===== src/rtl/gate_op_arbiter_if.sv =====
// ---------------------------------------------------------------------------
// gate_op_arbiter_if
// Handshake/data bundle between requester blocks and the shared gate-op
// arbiter.
//   master : requester side, drives req/op/in1/in2 and observes the results
//   slave  : arbiter side, drives gnt/out/out_valid/out_id/busy
// Signals
//   req       [N_REQ]        per-requester pending operation
//   op        [2*N_REQ]      opcode per requester (00 AND, 01 OR, 10 XOR, 11 NAND)
//   in1/in2   [N_REQ*WIDTH]  operand A/B, slice i = [i*WIDTH +: WIDTH]
//   gnt       [N_REQ]        one-hot grant pulse
//   out       [WIDTH]        registered result, held between operations
//   out_valid                one-cycle result strobe
//   out_id    [2]            owner of out
//   busy                     arbiter not idle
// ---------------------------------------------------------------------------
interface gate_op_arbiter_if #(
    parameter int WIDTH = 8,
    parameter int N_REQ = 4
);
    logic [N_REQ-1:0]       req;
    logic [2*N_REQ-1:0]     op;
    logic [N_REQ*WIDTH-1:0] in1;
    logic [N_REQ*WIDTH-1:0] in2;
    logic [N_REQ-1:0]       gnt;
    logic [WIDTH-1:0]       out;
    logic                   out_valid;
    logic [1:0]             out_id;
    logic                   busy;

    modport master (
        output req, op, in1, in2,
        input  gnt, out, out_valid, out_id, busy
    );

    modport slave (
        input  req, op, in1, in2,
        output gnt, out, out_valid, out_id, busy
    );
endinterface


===== src/rtl/gate_op_arbiter.sv =====
// ---------------------------------------------------------------------------
// gate_op_arbiter
// Shares one WIDTH-bit bitwise logic unit (AND/OR/XOR/NAND) among 4
// requesters using round-robin arbitration and a 3-state FSM
// (IDLE -> EXEC -> DONE). Operands are captured when the winner is picked
// in IDLE; the result is registered at the end of EXEC.
// Ports
//   clk  : rising-edge clock
//   rst  : synchronous active-high reset
//   bus  : gate_op_arbiter_if.slave (req/op/in1/in2 in, gnt/out/out_valid/
//          out_id/busy out)
// Timing: req sampled at edge k -> gnt in cycle k+1 -> out_valid in cycle k+2.
// ---------------------------------------------------------------------------
module gate_op_arbiter #(
    parameter int WIDTH = 8,
    parameter int N_REQ = 4
) (
    input  logic               clk,
    input  logic               rst,
    gate_op_arbiter_if.slave   bus
);
    typedef enum logic [1:0] {IDLE, EXEC, DONE} state_t;

    state_t             r_state;
    logic [1:0]         r_ptr;
    logic [1:0]         r_id;
    logic [1:0]         r_op;
    logic [WIDTH-1:0]   r_a;
    logic [WIDTH-1:0]   r_b;
    logic [WIDTH-1:0]   r_out;
    logic [N_REQ-1:0]   r_gnt;
    logic               r_out_valid;
    logic [1:0]         r_out_id;

    logic               w_any;
    logic [1:0]         w_win;
    logic [WIDTH-1:0]   w_res;

    // Rotating search starting at r_ptr; 2-bit index arithmetic wraps 3->0.
    always_comb begin
        w_any = 1'b0;
        w_win = r_ptr;
        for (int k = 0; k < N_REQ; k++) begin
            if (!w_any && bus.req[r_ptr + 2'(k)]) begin
                w_any = 1'b1;
                w_win = r_ptr + 2'(k);
            end
        end
    end

    // Shared logic unit, fed only from the captured operands.
    always_comb begin
        w_res = '0;
        case (r_op)
            2'b00:   w_res = r_a & r_b;
            2'b01:   w_res = r_a | r_b;
            2'b10:   w_res = r_a ^ r_b;
            default: w_res = ~(r_a & r_b);
        endcase
    end

    always_ff @(posedge clk) begin
        if (rst) begin
            r_state     <= IDLE;
            r_ptr       <= 2'd0;
            r_id        <= 2'd0;
            r_op        <= 2'd0;
            r_a         <= '0;
            r_b         <= '0;
            r_out       <= '0;
            r_gnt       <= '0;
            r_out_valid <= 1'b0;
            r_out_id    <= 2'd0;
        end else begin
            case (r_state)
                IDLE: begin
                    r_gnt       <= '0;
                    r_out_valid <= 1'b0;
                    if (w_any) begin
                        r_a     <= bus.in1[int'(w_win)*WIDTH +: WIDTH];
                        r_b     <= bus.in2[int'(w_win)*WIDTH +: WIDTH];
                        r_op    <= bus.op[{w_win, 1'b0} +: 2];
                        r_id    <= w_win;
                        // Grant is registered so it is visible during EXEC.
                        r_gnt   <= {{(N_REQ-1){1'b0}}, 1'b1} << w_win;
                        r_state <= EXEC;
                    end
                end
                EXEC: begin
                    r_gnt       <= '0;
                    r_out       <= w_res;
                    r_out_id    <= r_id;
                    r_out_valid <= 1'b1;
                    r_state     <= DONE;
                end
                DONE: begin
                    r_out_valid <= 1'b0;
                    r_ptr       <= r_id + 2'd1;
                    r_state     <= IDLE;
                end
                default: r_state <= IDLE;
            endcase
        end
    end

    assign bus.gnt       = r_gnt;
    assign bus.out       = r_out;
    assign bus.out_valid = r_out_valid;
    assign bus.out_id    = r_out_id;
    assign bus.busy      = (r_state != IDLE);
endmodule


===== src/flat_wrapper.sv =====
// flat-port wrapper written by rule: the top's interface ports become plain ports
module gate_op_arbiter_flat 
#(
    parameter int WIDTH = 8,
    parameter int N_REQ = 4
)
  (clk, rst, bus_req, bus_op, bus_in1, bus_in2, bus_gnt, bus_out, bus_out_valid, bus_out_id, bus_busy);
  gate_op_arbiter_if #(.WIDTH(WIDTH), .N_REQ(N_REQ)) bus_i ();
  input  logic clk;
  input  logic rst;
  input wire logic [$bits(bus_i.req)-1:0] bus_req;
  input wire logic [$bits(bus_i.op)-1:0] bus_op;
  input wire logic [$bits(bus_i.in1)-1:0] bus_in1;
  input wire logic [$bits(bus_i.in2)-1:0] bus_in2;
  output wire logic [$bits(bus_i.gnt)-1:0] bus_gnt;
  output wire logic [$bits(bus_i.out)-1:0] bus_out;
  output wire logic [$bits(bus_i.out_valid)-1:0] bus_out_valid;
  output wire logic [$bits(bus_i.out_id)-1:0] bus_out_id;
  output wire logic [$bits(bus_i.busy)-1:0] bus_busy;
  assign bus_i.req = bus_req;
  assign bus_i.op = bus_op;
  assign bus_i.in1 = bus_in1;
  assign bus_i.in2 = bus_in2;
  assign bus_gnt = bus_i.gnt;
  assign bus_out = bus_i.out;
  assign bus_out_valid = bus_i.out_valid;
  assign bus_out_id = bus_i.out_id;
  assign bus_busy = bus_i.busy;
  gate_op_arbiter #(.WIDTH(WIDTH), .N_REQ(N_REQ)) u_core (.clk(clk), .rst(rst), .bus(bus_i));
endmodule

===== config.mk =====
export PLATFORM = sky130hd
export DESIGN_NAME = gate_op_arbiter_flat
export DESIGN_NICKNAME = d
export VERILOG_FILES = /design/src/rtl/gate_op_arbiter_if.sv /design/src/rtl/gate_op_arbiter.sv /design/src/flat_wrapper.sv
export SDC_FILE = /design/constraint.sdc
export NUM_CORES = 1
export LEC_CHECK = 0
export ABC_AREA = 0
export BUFFER_PORTS_ARGS = -buffer_cell sky130_fd_sc_hd__buf_2
export CORE_ASPECT_RATIO = 0.6
export CORE_UTILIZATION = 47
export DETAILED_ROUTE_END_ITERATION = 8
export PLACE_DENSITY = 0.78
export SYNTH_ARGS = -nofsm -noshare
export SYNTH_HDL_FRONTEND = slang
export SYNTH_SLANG_ARGS = --single-unit

===== constraint.sdc =====
create_clock -name clk -period 1.8 [get_ports clk]
set_input_delay 0.36 -clock clk [delete_from_list [all_inputs] [get_ports clk]]
set_output_delay 0.36 -clock clk [all_outputs]
set_load 0.01 [all_outputs]

==> impl_results.md <==
* I/O Pins at 94
* Synth Flop Type: dfxtp_1
* R2R Setup Slk at 0.06 ns
* WHS Path Cells at 3
* DR vias/cell at 5.82
* Reg-to-reg startpoint: u_core.r_ptr[1]
* Cts bufs inserted at 5
* Avg WL per Cell at 16.6 µm
* Clk pwr share at 0.284
* Maximum clock path buffer count at 2
* Num rows at 21
* Final slew viol count at 0
* Final antenna-violating net count at 0
* Switching Share at 0.329
* Routed via count at 3103
* Seq pwr share at 0.337
* Die ar. at 6520 µm²
* Synth area leaders: dfxtp_1 27%, a221oi_2 8.3%, ha_1 6.9%
* TritonCTS clock tree: yes
* Hold Path Origin: bus_in1[27]
* Starting Density at 0.506
* R2r endpoint: u_core.r_a[5]
* Clk sinks at 39
* CP Class: flip-flop to flip-flop
* Worst-margin pin slew at 0.523 ns
* Yosys top cell area share at 0.268
* Fin crit period at 1.74 ns
* Most frequent cell after synthesis: dfxtp_1
* Fin area at 3920 µm²
* Status: finished clean
* Min-Delay Endpoint: u_core.r_a[3]
* Pleak at 1.71 nW
* Yosys warns at 0
* Syn Area/Cell at 8.71 µm²
* Dominant cell type by area after synthesis: dfxtp_1
* Period utilization at 0.965
* Comb pwr share at 0.380
* Vias in the first global route at 2724
* CP Data Arrival Time at 1.91 ns
* Grt total ovfl at 0
* Die Ht at 62.9 µm
* GP Congestion at 0.969
* Worst R2R Path Depth at 6
* Area Overhead vs Synth at 34.8%
* Detailed Place HPWL at 7.02 mm
* Layout net count at 546
* Crit Path Max Fanout at 9
* Req. time, crit path at 1.97 ns
* Number of diodes at 0
* VDD IR max at 0.455 mV
* Inst Count DP at 522
* Detailed Route WL at 8.87 mm
* Register bit total from synthesis at 39
* Max Fclk at 0.576 GHz
* Core ar. at 5750 µm²
* Antenna violations before repair at 0
* DRC at 0
* Sequential fraction of the synthesis area at 0.268
* Clk_skew at 0.00573 ns
* IO buf count at 93
* Root buf cell: clkbuf_8
* Syn_nets at 428
* EDFF count, synth at 0
* Synth cell types at 48
* Most frequent cells after synthesis: 39 x dfxtp_1, 30 x nor2_1, 26 x inv_1
* RSZ-0062 raised after global routing: false
* Cells after Synth at 334
* Startpoint Class: flip-flop
* Asr flop ratio synth at 0
* First-pass GRT wire length at 13.7 mm
* Post-route setup TNS at 0 ns
* Largest net degree at the start of global routing at 28
* P_int at 2.06 mW
* Sw power at 1.01 mW
* Final hold vios at 0
* Clock slew at reported path FFs at 0.08 ns
* Share of layout cells above drive strength 1 at 0.417
* Max-slew headroom at 0.651
* Hold/Removal Path Class: input pin to flip-flop
* Fin cells at 533
* Clk_lat worst skew at 0.30 ns
* Hold slack at 0.369 ns
* Power Density at 782 nW/µm²
* DRT Pass-1 Iters at 5
* Final setup fails at 0
* Gr usage total at 0.271
* Initial drt markers at 214
* Post-Syn Area at 2910 µm²
* CP endpoint kind: flip-flop
* H-Tree Depth at 2
* Die width at 104 µm
* Post-route core utilization at 0.681
* Max_cap viols at 0
* Area after DPL at 3730 µm²
## area by class of cell
class                      count  area, µm²
multi-input combinational    236       1890
clock inverter                 2       60.1
fill                         476       1830
tap                           80        100
inverter                      26       97.6
sequential                    39        788
timing repair buffer         144        911
clock buffer                   6       72.6
## worst max path at each step
stage | from | endpoint | slack [ns] | cells after the start
3_5_place_dp | bus_req[0] | u_core.r_a[6] | -0.17 | 7
3_3_place_gp | u_core.r_ptr[1] | u_core.r_a[6] | -0.17 | 6
4_1_cts | u_core.r_ptr[0] | u_core.r_a[0] | 0.02 | 6
5_1_grt | u_core.r_ptr[1] | u_core.r_op[1] | 0.004 | 6
6_report | u_core.r_ptr[1] | u_core.r_a[5] | 0.06 | 6
2_1_floorplan | bus_req[0] | u_core.r_b[0] | 0.04 | 8
## power by group through the flow
stage                     Combinational (mW)  Clock [mW]  Sequential [mW]
after floorplan                        0.707           0             1.04
after global placement                  1.08           0             1.05
after detailed placement                1.11           0             1.05
after CTS                               1.13       0.879             1.03
after global routing                    1.27       0.926             1.04
final                                   1.16       0.870             1.03
## layout by cell type, fill, tap and decap left out, types with 16 or more instances in the layout
cell       n
inv_1     26
buf_2     93
dfxtp_1   37
a221oi_2  18
and4_1    17
ha_1      16
buf_4     46
a211oi_1  16
o31a_1    17
nor2_1    30
## cells by family (layout without fill, tap and decap cells)
group                    after synthesis  after routing  synth area share
AO/OA/AOI/OAI                        129            129             0.386
multiplexers                           7              7            0.0241
adder cells (fa/ha/maj)               16             16            0.0688
XOR/XNOR                               1              1           0.00301
flip-flops                            39             39             0.268
buffers and inverters                 59            178            0.0925
AND/OR/NAND/NOR                       83             83             0.157
## through the flow
step	total power, mW	setup slack, ns
after detailed placement	2.16	-0.166
after CTS	3.05	0.0181
after global placement	2.13	-0.173
after global routing	3.24	0.00424
final	3.07	0.0635
after floorplan	1.75	0.0400
## metal layers
| metal | GRT usage | share of wire |
|---|---|---|
| met4 | 0.0707 | 0.017 |
| met2 | 0.407 | 0.41 |
| met1 | 0.386 | 0.49 |
| met3 | 0.0636 | 0.088 |
| met5 | 0 | 0 |
## critical path, stage by stage, from the launching register on
cell	delay (ns)
dfxtp_4	0.42
a21boi_1	0.11
o21ba_1	0.24
buf_4	0.17
o31a_1	0.28
o21ai_0	0.26
a221oi_1	0.13
## flip-flops by register name (all words and copies together) (netlist names)
signal / flops
u_core.r_id: 2
u_core.r_ptr: 2
u_core.bus.out: 8
u_core.bus.out_valid: 1
u_core.r_a: 8
u_core.r_state: 2
u_core.r_b: 8
u_core.bus.gnt: 4
u_core.r_op: 2
u_core.bus.out_id: 2
## what timing repair did
action | CTS | global route
resized for setup | 6 | 8
endpoints found under the hold margin | 0 | 0
buffers inserted | 1 | 2
cloned | 0 | 0
hold buffers | 0 | 0
setup endpoints to repair | 16 | 12
pin swaps | 1 | 2
Power figures use the tool's default switching activity.
